`src/rtl/core_pkg.sv`:
```
// Shared core definitions: hazard FSM states, the hard-wired zero register and
// the NOP that flush consumers load into squashed pipeline registers.
package core_pkg;

   typedef enum logic [1:0] {
      ST_RUN    = 2'd0,
      ST_LSTALL = 2'd1,
      ST_FLUSH  = 2'd2
   } state_e;

   localparam logic [4:0]  REG_ZERO = 5'd0;
   localparam logic [31:0] NOP_INSN = 32'h0000_0013;  // addi x0, x0, 0

   function automatic logic reg_match(input logic used, input logic [4:0] rs,
                                      input logic [4:0] rd);
      return used && (rs == rd) && (rd != REG_ZERO);
   endfunction

endpackage

```
`src/rtl/hazard_ctrl_if.sv`:
```
// Pipeline-side hazard bus: ID/EX register operands in, stall/flush controls out.
interface hazard_ctrl_if;

   logic [4:0] id_rs1;
   logic [4:0] id_rs2;
   logic       id_rs1_used;
   logic       id_rs2_used;
   logic [4:0] ex_rd;
   logic       ex_mem_read;
   logic       ex_redirect;
   logic       load_stall;
   logic       branch_stall;
   logic       if_id_en;
   logic       if_id_flush;
   logic       id_ex_flush;

   modport master (
      output id_rs1, id_rs2, id_rs1_used, id_rs2_used, ex_rd, ex_mem_read, ex_redirect,
      input  load_stall, branch_stall, if_id_en, if_id_flush, id_ex_flush
   );

   modport slave (
      input  id_rs1, id_rs2, id_rs1_used, id_rs2_used, ex_rd, ex_mem_read, ex_redirect,
      output load_stall, branch_stall, if_id_en, if_id_flush, id_ex_flush
   );

endinterface

```
`src/rtl/sat_counter.sv`:
```
// Saturating event counter; a synchronous clear takes priority over an increment.
module sat_counter #(
   parameter int CNT_W = 32
) (
   input  logic             clk,
   input  logic             rst_n,
   input  logic             inc,
   input  logic             clr,
   output logic [CNT_W-1:0] cnt
);

   logic [CNT_W-1:0] cnt_q;

   always_ff @(posedge clk or negedge rst_n) begin
      if (!rst_n) begin
         cnt_q <= '0;
      end else if (clr) begin
         cnt_q <= '0;
      end else if (inc && (cnt_q != {CNT_W{1'b1}})) begin
         cnt_q <= cnt_q + CNT_W'(1);
      end
   end

   assign cnt = cnt_q;

endmodule

```
`src/rtl/hazard_ctrl.sv`:
```
// Load-use / redirect hazard sequencer for the 5-stage core: drives IF stalls,
// IF/ID hold/flush and ID/EX flush, and counts stall cycles and redirects.
module hazard_ctrl
   import core_pkg::*;
#(
   parameter int LOAD_BUBBLES = 1,
   parameter int BR_BUBBLES   = 2,
   parameter int CNT_W        = 32
) (
   input  logic             clk,
   input  logic             rst_n,
   hazard_ctrl_if.slave     hz,
   input  logic             perf_clr,
   output logic [1:0]       state_o,
   output logic [CNT_W-1:0] stall_cnt,
   output logic [CNT_W-1:0] flush_cnt
);

   state_e     state_q, state_d;
   logic [2:0] cnt_q, cnt_d;
   logic       luh, legal;
   logic       load_stall, branch_stall, if_id_en, if_id_flush, id_ex_flush;
   logic       stall_inc, flush_inc;

   assign luh = hz.ex_mem_read &&
                (reg_match(hz.id_rs1_used, hz.id_rs1, hz.ex_rd) ||
                 reg_match(hz.id_rs2_used, hz.id_rs2, hz.ex_rd));

   assign legal = (state_q == ST_RUN) || (state_q == ST_LSTALL) || (state_q == ST_FLUSH);

   always_comb begin
      state_d      = state_q;
      cnt_d        = cnt_q;
      load_stall   = 1'b0;
      branch_stall = 1'b0;
      if_id_en     = 1'b1;
      if_id_flush  = 1'b0;
      id_ex_flush  = 1'b0;
      stall_inc    = 1'b0;
      flush_inc    = 1'b0;
      // A redirect outranks everything, including an in-progress load stall.
      if (legal && hz.ex_redirect) begin
         branch_stall = 1'b1;
         if_id_flush  = 1'b1;
         id_ex_flush  = 1'b1;
         flush_inc    = 1'b1;
         if (BR_BUBBLES > 1) begin
            state_d = ST_FLUSH;
            cnt_d   = 3'(BR_BUBBLES - 1);
         end else begin
            state_d = ST_RUN;
            cnt_d   = 3'd0;
         end
      end else begin
         case (state_q)
            ST_RUN: begin
               if (luh) begin
                  load_stall  = 1'b1;
                  if_id_en    = 1'b0;
                  id_ex_flush = 1'b1;
                  stall_inc   = 1'b1;
                  if (LOAD_BUBBLES > 1) begin
                     state_d = ST_LSTALL;
                     cnt_d   = 3'(LOAD_BUBBLES - 1);
                  end
               end
            end
            ST_LSTALL: begin
               load_stall  = 1'b1;
               if_id_en    = 1'b0;
               id_ex_flush = 1'b1;
               stall_inc   = 1'b1;
               cnt_d       = cnt_q - 3'd1;
               if (cnt_q == 3'd1) state_d = ST_RUN;
            end
            ST_FLUSH: begin
               // The ID instruction is being squashed, so its load-use hazard is moot.
               if_id_flush = 1'b1;
               id_ex_flush = 1'b1;
               cnt_d       = cnt_q - 3'd1;
               if (cnt_q == 3'd1) state_d = ST_RUN;
            end
            default: begin
               state_d = ST_RUN;
               cnt_d   = 3'd0;
            end
         endcase
      end
   end

   always_ff @(posedge clk or negedge rst_n) begin
      if (!rst_n) begin
         state_q <= ST_RUN;
         cnt_q   <= 3'd0;
      end else begin
         state_q <= state_d;
         cnt_q   <= cnt_d;
      end
   end

   assign hz.load_stall   = load_stall;
   assign hz.branch_stall = branch_stall;
   assign hz.if_id_en     = if_id_en;
   assign hz.if_id_flush  = if_id_flush;
   assign hz.id_ex_flush  = id_ex_flush;
   assign state_o         = state_q;

   sat_counter #(.CNT_W(CNT_W)) u_stall_cnt (
      .clk   (clk),
      .rst_n (rst_n),
      .inc   (stall_inc),
      .clr   (perf_clr),
      .cnt   (stall_cnt)
   );

   sat_counter #(.CNT_W(CNT_W)) u_flush_cnt (
      .clk   (clk),
      .rst_n (rst_n),
      .inc   (flush_inc),
      .clr   (perf_clr),
      .cnt   (flush_cnt)
   );

endmodule

```
`src/flat_wrapper.sv`:
```
// flat-port wrapper written by rule: the top's interface ports become plain ports
module hazard_ctrl_flat import core_pkg::*;
#(
   parameter int LOAD_BUBBLES = 1,
   parameter int BR_BUBBLES   = 2,
   parameter int CNT_W        = 32
)
  (clk, rst_n, perf_clr, state_o, stall_cnt, flush_cnt, hz_id_rs1, hz_id_rs2, hz_id_rs1_used, hz_id_rs2_used, hz_ex_rd, hz_ex_mem_read, hz_ex_redirect, hz_load_stall, hz_branch_stall, hz_if_id_en, hz_if_id_flush, hz_id_ex_flush);
  hazard_ctrl_if hz_i ();
  input  logic clk;
  input  logic rst_n;
  input  logic perf_clr;
  output logic [1:0] state_o;
  output logic [CNT_W-1:0] stall_cnt;
  output logic [CNT_W-1:0] flush_cnt;
  input wire logic [$bits(hz_i.id_rs1)-1:0] hz_id_rs1;
  input wire logic [$bits(hz_i.id_rs2)-1:0] hz_id_rs2;
  input wire logic [$bits(hz_i.id_rs1_used)-1:0] hz_id_rs1_used;
  input wire logic [$bits(hz_i.id_rs2_used)-1:0] hz_id_rs2_used;
  input wire logic [$bits(hz_i.ex_rd)-1:0] hz_ex_rd;
  input wire logic [$bits(hz_i.ex_mem_read)-1:0] hz_ex_mem_read;
  input wire logic [$bits(hz_i.ex_redirect)-1:0] hz_ex_redirect;
  output wire logic [$bits(hz_i.load_stall)-1:0] hz_load_stall;
  output wire logic [$bits(hz_i.branch_stall)-1:0] hz_branch_stall;
  output wire logic [$bits(hz_i.if_id_en)-1:0] hz_if_id_en;
  output wire logic [$bits(hz_i.if_id_flush)-1:0] hz_if_id_flush;
  output wire logic [$bits(hz_i.id_ex_flush)-1:0] hz_id_ex_flush;
  assign hz_i.id_rs1 = hz_id_rs1;
  assign hz_i.id_rs2 = hz_id_rs2;
  assign hz_i.id_rs1_used = hz_id_rs1_used;
  assign hz_i.id_rs2_used = hz_id_rs2_used;
  assign hz_i.ex_rd = hz_ex_rd;
  assign hz_i.ex_mem_read = hz_ex_mem_read;
  assign hz_i.ex_redirect = hz_ex_redirect;
  assign hz_load_stall = hz_i.load_stall;
  assign hz_branch_stall = hz_i.branch_stall;
  assign hz_if_id_en = hz_i.if_id_en;
  assign hz_if_id_flush = hz_i.if_id_flush;
  assign hz_id_ex_flush = hz_i.id_ex_flush;
  hazard_ctrl #(.LOAD_BUBBLES(LOAD_BUBBLES), .BR_BUBBLES(BR_BUBBLES), .CNT_W(CNT_W)) u_core (.clk(clk), .rst_n(rst_n), .hz(hz_i), .perf_clr(perf_clr), .state_o(state_o), .stall_cnt(stall_cnt), .flush_cnt(flush_cnt));
endmodule
```
`config.mk`:
```
export PLATFORM = sky130hd
export DESIGN_NAME = hazard_ctrl_flat
export DESIGN_NICKNAME = d
export VERILOG_FILES = /design/src/rtl/core_pkg.sv /design/src/rtl/hazard_ctrl_if.sv /design/src/rtl/sat_counter.sv /design/src/rtl/hazard_ctrl.sv /design/src/flat_wrapper.sv
export SDC_FILE = /design/constraint.sdc
export NUM_CORES = 1
export LEC_CHECK = 0
export CORE_ASPECT_RATIO = 1.4
export CORE_MARGIN = 4
export CORE_UTILIZATION = 54
export DETAILED_ROUTE_END_ITERATION = 6
export GPL_TIMING_DRIVEN = 0
export PLACE_DENSITY = 0.91
export SLEW_MARGIN = 10
export SYNTH_ARGS = -nofsm -noshare
export SYNTH_HDL_FRONTEND = slang
export SYNTH_SLANG_ARGS = --single-unit
```
`constraint.sdc`:
```
create_clock -name clk -period 5.1 [get_ports clk]
set_clock_uncertainty 0.15 [all_clocks]
set_input_delay 1.02 -clock clk [delete_from_list [all_inputs] [get_ports clk]]
set_output_delay 1.02 -clock clk [all_outputs]
set_load 0.1 [all_outputs]
```
==> results of run 1 <==
kinds of logic (layout without fill, tap and decap cells):
family	Yosys count	count (layout)	synth area share (%)
AOI/OAI and AO/OA	80	80	12.0
xor gates and xnor gates	36	36	8.23
adders and majority gates	4	4	1.31
buffers and inverters	33	140	3.85
DFF	68	68	44.4
muxes	5	5	1.44
other	1	1	0.0979
and+or+nand+nor	198	198	28.6
synthesized netlist by cell type, types with 4 or more instances:
| master | number |
|---|---|
| or3_1 | 22 |
| clkbuf_1 | 15 |
| nor3_1 | 6 |
| nand4_1 | 13 |
| dfrtp_1 | 68 |
| o31ai_1 | 11 |
| or4_1 | 14 |
| and4_1 | 11 |
| inv_1 | 13 |
| and3_1 | 20 |
| nand3_1 | 24 |
| xnor2_1 | 16 |
| o21ai_1 | 5 |
| nor2b_1 | 6 |
| ha_1 | 4 |
| o21ai_0 | 21 |
| xor2_1 | 20 |
| nand2_1 | 31 |
| a21oi_1 | 34 |
| or2_2 | 4 |
| nor2_1 | 36 |
metal layers:
metal	vias to the layer above	routed length (um)	GRT usage [%]
li1	1740	-	-
met1	1779	3940	30.2
met2	157	5580	45.0
met3	22	764	6.28
met4	0	214	11.8
met5	-	0	0
worst max-delay path, cell delays in order:
cell,delay (ns)
clkdlybuf4s50_1,0.46
or4_1,0.59
o21a_1,0.21
nand2_1,0.06
or2_1,0.12
clkbuf_1,0.31
clkbuf_1,0.40
clkdlybuf4s15_2,0.62
stage by stage:
stage,cells,hold slack [ns]
3_5_place_dp,611,0.382
3_3_place_gp,610,0.365
4_1_cts,627,0.424
6_report,627,0.421
2_1_floorplan,425,0.337
5_1_grt,627,0.456
power breakdown:
part	leakage [uW]	switching, uW	total [uW]	internal, uW
combinational	0.000943	138	201	63.0
sequential	0.000941	18.4	574	555
clock	0.000122	210	548	338
total	0.00201	367	1320	956
cell type report:
cell class | instances | area, sq um | share of cell area [%]
plain buffers | 20 | 98.8 | 1.93
clock buffers | 10 | 138 | 2.69
clock inverters | 6 | 111 | 2.18
inverters | 13 | 48.8 | 0.954
multi-input cells | 324 | 1980 | 38.7
flip-flops and latches | 68 | 1700 | 33.3
well taps | 95 | 119 | 2.32
repair buffers | 91 | 918 | 18.0
sequential cells by signal, summed over array words and instances (netlist names):
name,count
u_core.state_o,1
u_core.u_flush_cnt.cnt,32
u_core.cnt_q,3
u_core.u_stall_cnt.cnt,32
path summary, 6_finish.rpt:
kind / startpoint / cells after the start / endpoint / slack, ns
worst max register to register: u_core.u_stall_cnt.cnt[2] / 8 / u_core.u_stall_cnt.cnt[21] / 2.34
worst max-delay path: hz_ex_rd[1] / 8 / hz_if_id_en / 0.13
min in group asynchronous: rst_n / 1 / u_core.u_stall_cnt.cnt[25] / 0.46
max in group asynchronous: rst_n / 2 / u_core.u_flush_cnt.cnt[10] / 3.79
worst min-delay path: u_core.cnt_q[1] / 2 / u_core.cnt_q[1] / 0.42
worst min register to register: u_core.cnt_q[1] / 2 / u_core.cnt_q[1] / 0.42
what timing repair did:
item	in CTS	in global routing
setup buffers	0	0
hold buffers	0	0
endpoints found under the setup margin	2	0
resized for setup	4	0
hold endpoints to repair	0	0
==> flow_summary.toml, run 1 <==
[floorplan]
core_region_area_sq_um = 6940
die_w_um = 79.2
die_h_um = 108
start_util_pct = 55.2
ioPinCount = 93
die-area_sq_um = 8520
num_rows = 36

[placement]
place_hpwl_um = 7620
gp_congestion = 0.885
dpl_worst_slack_ns = -0.441
numPortBuffers = 90
dpl_cell_area_sq_um = 4870

[global_route]
grt_pass1_wl_um = 17700
first_global_vias = 3787
grt_overflow_total = 0
grt_max_degree = 39
antenna_found_initial = 0
grt_use_total_pct = 26.0

[critical_path]
cp_data_arrival_time_ns = 3.80
cp_max_fo = 10
cp-start-kind = "primary input"
criticalPathCategory = "primary input to output port"
critPathCaptureType = "output port"
worstPathRequired_ns = 3.93

[timing]
hold_viol = 0
slew_headroom_pct = 32.2
tightest_slew_ns = 1.01
post-route-min-period_ns = 4.97
rsz0062_at_grt = "false"
tns_ns = 0
fmax_mhz = 201
worst_slack_ns = 0.127
finalMaxSlewViolations = 0
post-route-period-util_pct = 97.5
finalSetupViolations = 0

[worst_hold_path]
hold_path.class = "flip-flop to flip-flop"

[final_layout]
nFillCells = 527
drive_gt1_share_pct = 6.20
final_cell_mix = "clkdlybuf4s50_1 (87), dfrtp_1 (68), nor2_1 (36)"
fin_area_sq_um = 5120
antenna_cells = 0
nets = 553
syn_to_final_growth_pct = 33.6
mostFrequentLayoutCell = "clkdlybuf4s50_1"
fin_util_pct = 73.8

[drt]
routedWlPerCell_um = 16.7
ant_nets = 0
postRouteWirelength_um = 10500
vias_per_cell = 5.90
vias = 3698
dr.pass1.iters = 4
drt-initial-drc-count = 289
drc = 0

[synth]
synth-main-ff-cell = "dfrtp_1"
synth-async-reset-ratio_pct = 100
synth_area_sq_um = 3830
synth.top_cell.area_share_pct = 44.4
ys_seq_area_share_pct = 44.4
syn-mean-instance-area_sq_um = 9.01
synth_top_cell_by_area = "dfrtp_1"
yosys_warnings = 0
synth_fp_nets = 451
ys_top_cells_by_area = "dfrtp_1 (44%), xor2_1 (4.6%), a21oi_1 (4.4%), xnor2_1 (3.7%), or3_1 (3.6%)"
synth_cell_types = 45
ys_ff_latch = 68
synth_enable_flop_cells = 0
synthCells = 425

[clocking]
cts_tree = "done"
path_clk_slew_ns = 0.07
h-tree-depth = 3
numCtsBuffers = 9
cts-root-buf = "clkbuf_8"
cts_num_sinks = 68
cts_buffer_depth = 2
clk_latency_ns = 0.34

[outcome]
status = "complete, no violations"

[run]
maxCapViolations = 0

[pwr]
power_uw = 1320
p_per_area_nw_per_um2 = 259
peakVddDrop_uv = 290
p_leak_uw = 0.00201
No activity file was read; power rests on OpenSTA's default activity.
==> inputs of run 2 (changes only) <==
--- a/config.mk
+++ b/config.mk
@@ -10,7 +10,7 @@
 export CORE_UTILIZATION = 54
 export DETAILED_ROUTE_END_ITERATION = 6
 export GPL_TIMING_DRIVEN = 0
-export PLACE_DENSITY = 0.91
+export PLACE_DENSITY = 0.95
 export SLEW_MARGIN = 10
 export SYNTH_ARGS = -nofsm -noshare
 export SYNTH_HDL_FRONTEND = slang
==> flow_summary.toml, run 2 (synthesis gave the netlist of run 1 again) <==
[clocking]
cts_num_sinks = 68
path_clk_slew_ns = 0.08
h-tree-depth = 3
cts_hold_buffers = 0
numCtsBuffers = 9
cts_tree = "done"
cts-root-buf = "clkbuf_8"
cts_buffer_depth = 2
clk_latency_ns = 0.35

[floorplan]
core_region_area_sq_um = 6940
die_w_um = 79.2
die_h_um = 108
start_util_pct = 55.2
ioPinCount = 93
num_rows = 36
die-area_sq_um = 8520

[drt]
ant_nets = 0
postRouteWirelength_um = 10400
dr.pass1.iters = 4
routedWlPerCell_um = 16.6
drc = 0
drt-initial-drc-count = 189
vias_per_cell = 5.96
vias = 3737

[placement]
numPortBuffers = 90
gp_congestion = 0.881
place_hpwl_um = 7630

[critical_path]
critical-path-slowest-cell = "clkdlybuf4s15_1"
crit_buf_inv = 4
worstPathRequired_ns = 3.93
critical-path-max-stage-delay_ns = 0.87
critPathCaptureType = "output port"
cp_cell_sequence = "clkdlybuf4s50_1, xor2_1, nor4_1, a32oi_1, or2_1, clkbuf_1, inv_1, clkdlybuf4s15_1"
cp_top_family = "buffers and inverters"
cp_max_fo = 10
cp-start-kind = "primary input"
criticalPathCategory = "primary input to output port"
cp_data_arrival_time_ns = 3.75

[global_route]
grt_use_total_pct = 25.3
grt_pass1_wl_um = 17100
grt_overflow_total = 0
antenna_found_initial = 0
first_global_vias = 3685
grt_max_degree = 57

[timing]
post-route-min-period_ns = 4.92
rsz0062_at_grt = "false"
tightest_slew_ns = 0.997
fmax_mhz = 203
finalSetupViolations = 0
hold_viol = 0
slew_headroom_pct = 33.3
post-route-period-util_pct = 96.4
fin_hold_ws_ns = 0.358
finalMaxSlewViolations = 0

[final_layout]
multi_input_area_sq_um = 1980
final_cell_mix = "clkdlybuf4s50_1 (87), dfrtp_1 (68), nor2_1 (36)"
nFillCells = 522
fin_util_pct = 72.7
antenna_cells = 0
syn_to_final_growth_pct = 31.6
nets = 553
mostFrequentLayoutCell = "clkdlybuf4s50_1"
drive_gt1_share_pct = 6.20
regArea_sq_um = 1700

[run]
maxCapViolations = 0

[pwr]
p_leak_uw = 0.00197
peakVddDrop_uv = 216
p_per_area_nw_per_um2 = 231

[outcome]
status = "complete, no violations"

[worst_hold_path]
hold_path.class = "primary input to async pin"
==> run 2: what timing repair did <==
item / 4_1_cts / 5_1_grt
buffers inserted: 0 / 0
gates resized for setup: 4 / 4
setup endpoints to repair: 2 / 2
==> run 2: worst paths after layout <==
check                                             endpoint                       from  slack [ns]  cells past startpoint
worst max register to register  u_core.u_stall_cnt.cnt[17]  u_core.u_stall_cnt.cnt[2]        2.32                      8
max in group asynchronous        u_core.u_flush_cnt.cnt[5]                      rst_n        3.91                      2
min in group clk                         u_core.state_o[1]            u_core.cnt_q[2]        0.39                      2
worst max-delay path                         hz_load_stall                hz_ex_rd[4]        0.18                      8
worst min register to register           u_core.state_o[1]            u_core.cnt_q[2]        0.39                      2
worst min-delay path            u_core.u_stall_cnt.cnt[13]                      rst_n        0.36                      1
==> run 2: cell type report <==
| class | count | area share, % |
|---|---|---|
| plain buffers | 20 | 1.96 |
| clock buffers | 9 | 2.46 |
| clock inverters | 7 | 0.869 |
| inverters | 13 | 0.968 |
| multi-input cells | 324 | 39.3 |
| flip-flops and latches | 68 | 33.8 |
| well taps | 95 | 2.36 |
| repair buffers | 91 | 18.3 |
==> run 2: metrics by stage <==
stage | power, uW | setup TNS (ns) | cells | cell area (sq um) | worst slack [ns]
3_3_place_gp | 775 | -0.485 | 610 | 4850 | -0.440
4_1_cts | 1170 | 0 | 627 | 5040 | 0.0844
3_5_place_dp | 785 | -0.658 | 611 | 4870 | -0.497
5_1_grt | 1210 | 0 | 627 | 5040 | 0.0151
2_1_floorplan | 713 | 0 | 425 | 3830 | 0.196
6_report | 1160 | 0 | 627 | 5040 | 0.184
==> run 2: power breakdown <==
group	internal (uW)	switching, uW	total, uW
clock network	173	216	390
registers	555	17.2	572
logic	63.4	137	201
total	792	371	1160
==> run 2: per-layer routing <==
| layer | part of all wire [%] | GRT usage [%] | vias up |
|---|---|---|---|
| li1 | - | - | 1748 |
| met1 | 39 | 29.0 | 1820 |
| met2 | 53 | 44.8 | 141 |
| met3 | 6.5 | 6.37 | 28 |
| met4 | 2.2 | 9.58 | 0 |
| met5 | 0 | 0 | - |
==> inputs of run 3 (changes only) <==
--- a/config.mk
+++ b/config.mk
@@ -7,10 +7,10 @@
 export LEC_CHECK = 0
 export CORE_ASPECT_RATIO = 1.4
 export CORE_MARGIN = 4
-export CORE_UTILIZATION = 54
+export CORE_UTILIZATION = 25
 export DETAILED_ROUTE_END_ITERATION = 6
 export GPL_TIMING_DRIVEN = 0
-export PLACE_DENSITY = 0.95
+export PLACE_DENSITY = 0.58
 export SLEW_MARGIN = 10
 export SYNTH_ARGS = -nofsm -noshare
 export SYNTH_HDL_FRONTEND = slang
==> flow_summary.toml, run 3 (synthesis gave the netlist of run 1 again) <==
[global_route]
grt-busiest-layer = "met2"
first_global_vias = 3710
grt_use_total_pct = 13.3
grt_pass1_wl_um = 18800
grt_overflow_total = 0
antenna_found_initial = 0
use_met3_pct = 2.74
grt_max_degree = 37
use_met1_pct = 15.3
use_met2_pct = 23.8

[run]
maxCapViolations = 0

[drt]
dr.pass1.iters = 4
vias_per_cell = 5.00
routedWlPerCell_um = 15.5
drt-initial-drc-count = 139
ant_nets = 0
vias = 3621
drc = 0
postRouteWirelength_um = 11300

[final_layout]
mostFrequentLayoutCell = "clkdlybuf4s50_1"
multi_input_area_sq_um = 1980
antenna_cells = 0
nets = 553
syn_to_final_growth_pct = 37.7
regArea_sq_um = 1700
nFillCells = 1522
drive_gt1_share_pct = 6.20
final_cell_mix = "clkdlybuf4s50_1 (87), dfrtp_1 (68), nor2_1 (36)"

[placement]
place_hpwl_um = 8380
numPortBuffers = 90
gp_congestion = 0.815
dpl_worst_slack_ns = -0.529

[critical_path]
r2r_setup_slack_ns = 2.35
critical-path-max-stage-delay_ns = 0.57
cp_data_arrival_time_ns = 3.72
critPathCaptureType = "output port"
worstPathRequired_ns = 3.93
cp-start-kind = "primary input"
worst_path_most_repeated_cell = "clkbuf_1"
critical-path-slowest-cell = "or4_1"
worstRegToRegCells = 8
cp_max_fo = 10
criticalPathCategory = "primary input to output port"
r2r-start = "u_core.u_stall_cnt.cnt[2]"
cp_cell_sequence = "clkdlybuf4s50_1, or4_1, o21a_1, nand2_1, or2_1, clkbuf_1, clkbuf_1, buf_2"
r2r_end = "u_core.u_stall_cnt.cnt[17]"

[floorplan]
die-area_sq_um = 17400
die_h_um = 154
ioPinCount = 93
die_w_um = 113
start_util_pct = 25.4
num_rows = 53
core_region_area_sq_um = 15100

[timing]
hold_viol = 0
post-route-min-period_ns = 4.89
fin_hold_ws_ns = 0.385
finalMaxSlewViolations = 0
finalSetupViolations = 0
worst_slack_ns = 0.206
fmax_mhz = 204
tightest_slew_ns = 1.00
slew_headroom_pct = 32.8
post-route-period-util_pct = 96.0
rsz0062_at_grt = "false"

[pwr]
swShare_pct = 28.5
p_leak_uw = 0.00202
pwr-share-clk_pct = 44.4
internal_power_uw = 994
p_per_area_nw_per_um2 = 264
switchingPower_uw = 397
seq_power_share_pct = 41.2
peakVddDrop_uv = 114
share_comb_of_total_power_pct = 14.3

[worst_hold_path]
min_from = "u_core.cnt_q[2]"
hold_path.class = "flip-flop to flip-flop"
hold_depth = 2
worst_hold_path.endpoint = "u_core.state_o[1]"

[clocking]
cts_hold_buffers = 0
path_clk_slew_ns = 0.05
numCtsBuffers = 9
cts_tree = "done"
clk_latency_ns = 0.33
h-tree-depth = 3
cts_num_sinks = 68
cts-root-buf = "clkbuf_16"
cts_buffer_depth = 2
post-cts-setup-buffer-count = 0

[outcome]
status = "complete, no violations"
run 3: changes by cell type in the layout (fill, tap and decap cells not counted), sizes merged:
| cell | previous run | this run |
|---|---|---|
| clkinvlp | 2 | 3 |
| bufinv | 0 | 1 |
| buf | 7 | 8 |
| clkbuf | 25 | 24 |
| clkdlybuf4s15 | 1 | 0 |
| clkinv | 5 | 3 |
| dlygate4sd2 | 0 | 1 |
run 3: layout make-up:
class / instances / area share [%]
plain buffers: 20 / 1.87
clock buffers: 9 / 4.27
clock inverters: 7 / 1.28
inverters: 13 / 0.925
multi-input cells: 324 / 37.5
flip-flops and latches: 68 / 32.3
well taps: 192 / 4.55
repair buffers: 91 / 17.3
run 3: how the worst max path moves through the flow:
| stage | start | endpoint | cells after the start |
|---|---|---|---|
| 2_1_floorplan | hz_ex_rd[3] | hz_id_ex_flush | 4 |
| 3_3_place_gp | hz_ex_rd[1] | hz_if_id_en | 8 |
| 3_5_place_dp | hz_ex_rd[1] | hz_if_id_en | 8 |
| 4_1_cts | hz_ex_rd[1] | hz_if_id_en | 8 |
| 5_1_grt | hz_ex_rd[1] | hz_load_stall | 8 |
| 6_report | hz_ex_rd[1] | hz_if_id_en | 8 |
run 3: what timing repair did:
| item | 4_1_cts | 5_1_grt |
|---|---|---|
| resized for setup | 4 | 2 |
| cloned | 0 | 0 |
| endpoints found under the hold margin | 0 | 0 |
| setup endpoints to repair | 2 | 1 |
run 3: metrics by stage:
step                      TNS [ns]  utilization [%]  cell area (sq um)  power (uW)  std cells
final                            0             35.0               5280        1390        724
after detailed placement    -0.641             33.1               4990         786        708
after global placement      -0.606             33.0               4970         779        707
after global routing             0             35.0               5280        1450        724
after floorplan                  0                -               3830         713        425
after CTS                        0             35.1               5280        1420        724
run 3: worst max-delay path: cells and delay by family:
kind	cells	cell delay, ns
buffers and inverters	4	1.71
and+or+nand+nor	3	0.77
AOI/OAI and AO/OA	1	0.21
run 3: power groups by stage:
stage / registers, uW / clock network (uW) / logic (uW)
global route: 576 / 660 / 219
global placement: 582 / 0 / 197
finish: 574 / 618 / 200
detailed placement: 583 / 0 / 203
floorplan: 616 / 0 / 96.5
CTS: 574 / 641 / 204
run 3: per-layer routing:
metal,part of all wire (%),routed length (um),up-vias
li1,-,-,1744
met1,40,4560,1749
met2,52,5880,109
met3,4.7,532,19
met4,2.5,282,0
met5,0,0,-
